## src/rtl/pattern_encoder.sv

```systemverilog
// pattern_encoder
// Two-stage valid/ready pipeline that recognises eight legal pattern words
// and encodes them to a 3-bit index. Stage 1 registers the accepted word,
// stage 2 registers the comparison result. A saturating counter tallies
// non-matching results as they leave the block.
//
// Pattern words are decimal constants zero-extended to WIDTH; the widest
// one fits in 24 bits, and WIDTH is expected to be at least 27.

module pattern_encoder #(
  parameter int WIDTH = 32
) (
  input  logic             clk,
  input  logic             rst,
  input  logic             in_valid,
  output logic             in_ready,
  input  logic [WIDTH-1:0] data_in,
  output logic             out_valid,
  input  logic             out_ready,
  output logic [2:0]       code,
  output logic             match,
  output logic [15:0]      miss_cnt,
  input  logic             clr
);

  // Legal patterns, indexed by their code.
  localparam int NUM_PAT = 8;
  localparam logic [31:0] PAT_TABLE [NUM_PAT] = '{
    32'd0,
    32'd11111101,
    32'd11111011,
    32'd11110111,
    32'd11101111,
    32'd11011111,
    32'd10111111,
    32'd1111111
  };

  localparam logic [15:0] MISS_MAX = 16'hFFFF;

  // Stage 1 state
  logic             s1_valid_reg;
  logic [WIDTH-1:0] s1_data_reg;

  // Stage 2 state (drives the outputs directly)
  logic             out_valid_reg;
  logic [2:0]       code_reg;
  logic             match_reg;

  // Miss counter
  logic [15:0]      miss_cnt_reg;
  logic [15:0]      miss_cnt_next;

  // Handshake and comparison signals
  logic             s2_load;
  logic             s1_load;
  logic             in_fire;
  logic             out_fire;
  logic [NUM_PAT-1:0] hit_vec;
  logic [2:0]       code_next;
  logic             match_next;

  // Stage 2 may load when it is empty or its result is leaving this cycle;
  // stage 1 may load when it is empty or it can push into stage 2.
  assign s2_load  = !out_valid_reg || out_ready;
  assign s1_load  = !s1_valid_reg || s2_load;
  assign in_ready = !rst && s1_load;
  assign in_fire  = in_valid && in_ready;
  assign out_fire = out_valid_reg && out_ready;

  // One equality comparator per legal pattern, over the full word width.
  generate
    for (genvar gi = 0; gi < NUM_PAT; gi++) begin : g_cmp
      localparam logic [WIDTH-1:0] PAT_WORD = WIDTH'(PAT_TABLE[gi]);
      assign hit_vec[gi] = (s1_data_reg == PAT_WORD);
    end
  endgenerate

  // Patterns are distinct, so hit_vec is at most one-hot; OR-reduce indices.
  always_comb begin
    code_next  = 3'b000;
    match_next = |hit_vec;
    for (int i = 0; i < NUM_PAT; i++) begin
      if (hit_vec[i]) begin
        code_next = code_next | 3'(i);
      end
    end
  end

  // Stage 1: capture the word on an input transfer, drop to a bubble when
  // the held word advances with nothing new arriving.
  always_ff @(posedge clk) begin
    if (rst) begin
      s1_valid_reg <= 1'b0;
      s1_data_reg  <= '0;
    end else if (s1_load) begin
      s1_valid_reg <= in_fire;
      if (in_fire) begin
        s1_data_reg <= data_in;
      end
    end
  end

  // Stage 2: register the comparison result; hold it while stalled.
  always_ff @(posedge clk) begin
    if (rst) begin
      out_valid_reg <= 1'b0;
      code_reg      <= 3'b000;
      match_reg     <= 1'b0;
    end else if (s2_load) begin
      out_valid_reg <= s1_valid_reg;
      if (s1_valid_reg) begin
        code_reg  <= code_next;
        match_reg <= match_next;
      end
    end
  end

  // Next miss count: clear beats increment, and the count sticks at all-ones.
  always_comb begin
    miss_cnt_next = miss_cnt_reg;
    if (clr) begin
      miss_cnt_next = 16'h0000;
    end else if (out_fire && !match_reg && (miss_cnt_reg != MISS_MAX)) begin
      miss_cnt_next = miss_cnt_reg + 16'h0001;
    end
  end

  // Miss counter register.
  always_ff @(posedge clk) begin
    if (rst) begin
      miss_cnt_reg <= 16'h0000;
    end else begin
      miss_cnt_reg <= miss_cnt_next;
    end
  end

  assign out_valid = out_valid_reg;
  assign code      = code_reg;
  assign match     = match_reg;
  assign miss_cnt  = miss_cnt_reg;

endmodule

```

## config.mk

```make
export PLATFORM = sky130hd
export DESIGN_NAME = pattern_encoder
export DESIGN_NICKNAME = d
export VERILOG_FILES = /design/src/rtl/pattern_encoder.sv
export SDC_FILE = /design/constraint.sdc
export NUM_CORES = 1
export LEC_CHECK = 0
export ABC_AREA = 1
export BUFFER_PORTS_ARGS = -buffer_cell sky130_fd_sc_hd__buf_2
export CELL_PAD_IN_SITES_DETAIL_PLACEMENT = 0
export CELL_PAD_IN_SITES_GLOBAL_PLACEMENT = 1
export CORE_MARGIN = 2
export CORE_UTILIZATION = 38
export CTS_CLUSTER_SIZE = 8
export DETAILED_ROUTE_END_ITERATION = 10
export PLACE_DENSITY = 0.83
export SLEW_MARGIN = 10
export SYNTH_ARGS = -nofsm -noshare
export SYNTH_HDL_FRONTEND = slang
export SYNTH_SLANG_ARGS = --single-unit
```

## constraint.sdc

```tcl
create_clock -name clk -period 1.6 [get_ports clk]
set_input_delay 0.08 -clock clk [delete_from_list [all_inputs] [get_ports clk]]
set_output_delay 0.08 -clock clk [all_outputs]
set_load 0.05 [all_outputs]
```

; Word level (Yosys, flattened, before mapping)
; Index checks and enable logic that the tools add are counted.
[totals]
reg_bits = 54
in_bits = 37
out_inout_bits = 22
wordCells = 38
[op_classes]
addsub = 1
eq_ne = 8
n_mux = 7
reduce_logical = 16
[op_table]
columns = cell, count
row1 = $eq 32x24->1 const B, 6
row2 = $eq 32x21->1 const B, 1
row3 = $logic_not 32->1, 1
row4 = $add 16x1->16 const B, 1
row5 = $ne 16x16->1 const B, 1
row6 = $mux 3, 4
row7 = $reduce_or 8->1, 1
row8 = $logic_and 1x1->1, 5
row9 = $logic_not 1->1, 4
row10 = $mux 2, 2
row11 = $reduce_and 2->1, 2
row12 = $logic_or 1x1->1, 2
row13 = $reduce_or 2->1, 1
row14 = $mux 1, 1

; Longest topological paths before layout
[logic_depth]
depth_word = 8
depth_mapped = 10
depth_no_buf = 10

; Worst setup path after synthesis
; No wires, ideal clock.
[synth_timing]
path_kind = reg-to-reg
from = register miss_cnt_reg[0] (netlist: miss_cnt[0])
to = register miss_cnt_reg[0] (netlist: miss_cnt[0])
setup_time_ns = 0.144
arrival_time_ns = 1.821
required_ns = 1.456
path_slack_ns = -0.364
stages_incl_launch_ff = 10
path_buffers = 1
period_less_slack_ns = 1.964
cell_sequence = dfxtp_1 ha_1 nand3_2 nor3_4 nand3_2 nand2_4 inv_2 buf_6 o21ai_2 a21oi_2
[synth_between]
elab_chain_cells = 2
word_cells_on_any_way = 3
cone_classes = add/sub: 1 / eq/ne: 1 / reduce/logical: 1
[synth_rtl]
columns = element, line
row1 = from (decl), 51  ; logic [15:0] miss_cnt_reg;
row2 = from (signal assigned), 134  ; miss_cnt_reg <= miss_cnt_next;
row3 = "parallel branches: the longest is 2 deep, another holds $add 16x1->16", -
; Parallel ways; which one is timed is not known.
; A chain may end at the register's enable or synchronous reset.

; Final worst setup path
[layout_timing]
from = register miss_cnt_reg[0] (netlist: miss_cnt[0])
to = register miss_cnt_reg[11] (netlist: miss_cnt[11])
; Same word-level chain as after synthesis.

==> impl_metrics.env <==
export IMPL_p_per_area_nw_per_um2=754
export IMPL_routed_wl_um=7280
export IMPL_synth_edf_count=0
export IMPL_min_period_ps=1510
export IMPL_ios=59
export IMPL_finClkSkew_ps=6.79
export IMPL_root_buffer="clkbuf_8"
export IMPL_finalSetupViolCount=0
export IMPL_final_period_utilization_pct=94.3
export IMPL_antenna_found_initial=0
export IMPL_grt_pass1_wl_um=12200
export IMPL_min_path_type="input port to register"
export IMPL_grt_pass1_vias=2716
export IMPL_synth_compound_area_share_pct=13.4
export IMPL_synthSimpleGateAreaFrac_pct=36.7
export IMPL_worst_skew_pair_late_latency_ps=310
export IMPL_synth_most_common_cell="nand2_1"
export IMPL_hpwl_um=5200
export IMPL_syn_nets=471
export IMPL_via_per_inst=4.73
export IMPL_startpoint_type="register"
export IMPL_max_stage_delay_ps=370
export IMPL_power_switching_uw=749
export IMPL_cp_arrival_ps=1710
export IMPL_dieArea_um2=8180
export IMPL_drt_iter0_drc=115
export IMPL_gp_congestion=0.938
export IMPL_num_nets_final=562
export IMPL_clkSlewWorstSetupHoldPaths_ps=100
export IMPL_max_cap_violations=0
export IMPL_critical_path_top_delay_family="simple AND/OR/NAND/NOR gates"
export IMPL_grtUsageMet2_pct=31.8
export IMPL_io_buffer_count=58
export IMPL_rsz0062_at_grt="no"
export IMPL_slew_headroom_pct=71.1
export IMPL_clock_power_share_pct=32.3
export IMPL_start_util_pct=39.2
export IMPL_cts_sinks=54
export IMPL_clock_path_buffers=2
export IMPL_power_leakage_nw=1.54
export IMPL_startpoint="miss_cnt[0]"
export IMPL_multi_input_area_um2=1520
export IMPL_syn_cell_area_um2=2840
export IMPL_drive_gt1_share_pct=19.6
export IMPL_worstSetupEndpoint="miss_cnt[11]"
export IMPL_row_count=31
export IMPL_pwr_share_seq_pct=51.5
export IMPL_max_freq_ghz=0.663
export IMPL_setup_tns_final_ps=0
export IMPL_regArea_um2=1110
export IMPL_drtPass1Iterations=5
export IMPL_cp_max_fo=6
export IMPL_synthTopCellsByCount="nand2_1, nor2_1, dfxtp_1, inv_1, o31ai_1"
export IMPL_globalRouteMet1Util_pct=22.1
export IMPL_synth_area_top_cells="dfxtp_1, nand2_1, nor2_1"
export IMPL_tightest_slew_ps=434
export IMPL_grt_max_degree=65
export IMPL_path_buf_inv=1
export IMPL_core_area_um2=7250
export IMPL_synth_area_per_cell_um2=6.56
export IMPL_cts_buffers=5
export IMPL_fin_worst_hold_slack_ps=32.9
export IMPL_synth_mux_area_share_pct=0
export IMPL_gr_max_usage_layer="met2"
export IMPL_n_fill_cell=741
export IMPL_synth_xor_area_share_pct=1.85
export IMPL_peakVddDrop_v=0.000284
export IMPL_grt_overflow_total=0
export IMPL_area_growth_syn_to_layout_pct=31.1
export IMPL_ant_nets=0
export IMPL_hold_viol=0
export IMPL_reg2reg_depth=9
export IMPL_path_cells="ha_4 -> nand3_4 -> nor3_4 -> nand3_2 -> nand2_4 -> buf_4 -> o21ai_0 -> nand2_1 -> nor2_1"
export IMPL_synth_seq_cells=54
export IMPL_synth_top_family_by_area="simple AND/OR/NAND/NOR gates"
export IMPL_reg2reg_from="miss_cnt[0]"
export IMPL_fp_dieW_um=90.5
export IMPL_cp_required_ps=1800
export IMPL_yosys_warnings=0
export IMPL_rrSetupSlack_ps=90
export IMPL_rr_endpoint="miss_cnt[11]"
export IMPL_synth_cell_type_count=29
export IMPL_comb_power_share_pct=16.1
export IMPL_synthFlopType="dfxtp_1"
export IMPL_synth_top_area_share_pct=38.0
export IMPL_intPower_mw=2.06
export IMPL_tritoncts="built"
export IMPL_syn_inst=433
export IMPL_synth_largest_area_cell="dfxtp_1"
export IMPL_largest_reg_flops=32
export IMPL_swShare_pct=26.6
export IMPL_async_flop_share_pct=0
export IMPL_ys_seq_area_share_pct=38.0
export IMPL_grtUsageMet3_pct=3.51
export IMPL_slowest_stage="dfxtp_4"
export IMPL_status="complete, no violations"
export IMPL_report_final_slew_viol_count=0
export IMPL_synthAdderAreaFrac_pct=0.440
export IMPL_die_y_um=90.5
export IMPL_vias=2950
export IMPL_critPathCaptureType="register"
export IMPL_antenna_cells=0
export IMPL_wl_per_cell_um=11.7
export IMPL_path_class="register to register"
export IMPL_cts_htree_levels=2
export IMPL_cp_num_cells=9
export IMPL_drc=0
export IMPL_grt_usage_pct=17.9
## stage by stage
step                      instance area (um^2)  util [%]  std cells  setup slack (ps)  power [mW]
final                                     3730      51.4        624              91.4        2.81
after global placement                    3260      44.9        583               120        1.87
after floorplan                           2870         -        433              11.9        1.75
after global routing                      3730      51.4        624              10.4        2.96
after detailed placement                  3260      44.9        583              65.7        1.87
after CTS                                 3670      50.7        622              48.9        2.84
## tightest hold or removal path, cell delays in order
cell and delay (ps):
buf_2 90, nand2_1 70, o31ai_1 60
## worst min path at each step
stage	from	to	slack, ps	depth (start not counted)
6_report	data_in[0]	s1_data_reg[0]	30	3
3_5_place_dp	data_in[8]	s1_data_reg[8]	280	3
2_1_floorplan	data_in[0]	s1_data_reg[0]	190	2
4_1_cts	data_in[0]	s1_data_reg[0]	5	3
5_1_grt	data_in[0]	s1_data_reg[0]	30	3
3_3_place_gp	data_in[10]	s1_data_reg[10]	280	3
## power groups by stage
stage / sequential (mW) / combinational (mW) / clock, mW
2_1_floorplan: 1.50 / 0.243 / 0
3_3_place_gp: 1.48 / 0.388 / 0
3_5_place_dp: 1.48 / 0.392 / 0
4_1_cts: 1.45 / 0.451 / 0.939
5_1_grt: 1.46 / 0.507 / 0.997
6_report: 1.45 / 0.454 / 0.909
## placed cells by master, fill, tap and decap left out, types with 3 or more instances in the layout
cell type,synthesis,final
a21oi_1,13,13
buf_2,7,58
buf_4,0,5
clkbuf_8,0,5
dfxtp_1,54,38
dfxtp_2,0,14
dlygate4sd3_1,0,31
inv_1,52,52
nand2_1,139,139
nand3_1,12,12
nand4_1,5,5
nor2_1,70,68
nor3_1,10,10
nor3_2,3,3
o21ai_0,11,11
o31ai_1,30,30
xnor2_1,3,3
xor2_1,3,3
## kinds of logic (layout without fill, tap and decap cells)
logic type	count (synthesis)	count (layout)
flip-flops	54	54
AO/OA/AOI/OAI	59	59
adder cells (fa/ha/maj)	1	1
buffers and inverters	65	157
AND/OR/NAND/NOR	248	248
XOR/XNOR	6	6
## area by class of cell
| type | count | area share (%) |
|---|---|---|
| tap | 99 | 3.32 |
| sequential | 54 | 29.7 |
| multi-input combinational | 314 | 40.8 |
| clock inverter | 1 | 0.806 |
| timing repair buffer | 96 | 18.0 |
| clock buffer | 7 | 2.05 |
| inverter | 53 | 5.41 |
## timing repair
action	in CTS	in global routing
setup endpoints to repair	0	13
buffers inserted	0	2
hold buffers	31	0
resized for setup	0	8
endpoints found under the hold margin	31	0
## metal layers
| layer | up-vias | share of wire (%) |
|---|---|---|
| met1 | 1298 | 46 |
| met3 | 7 | 4.2 |
| met4 | 0 | 1.1 |
| li1 | 1560 | - |
| met2 | 85 | 49 |
| met5 | - | 0 |
Note: power is estimated with default switching activity, not from simulation.
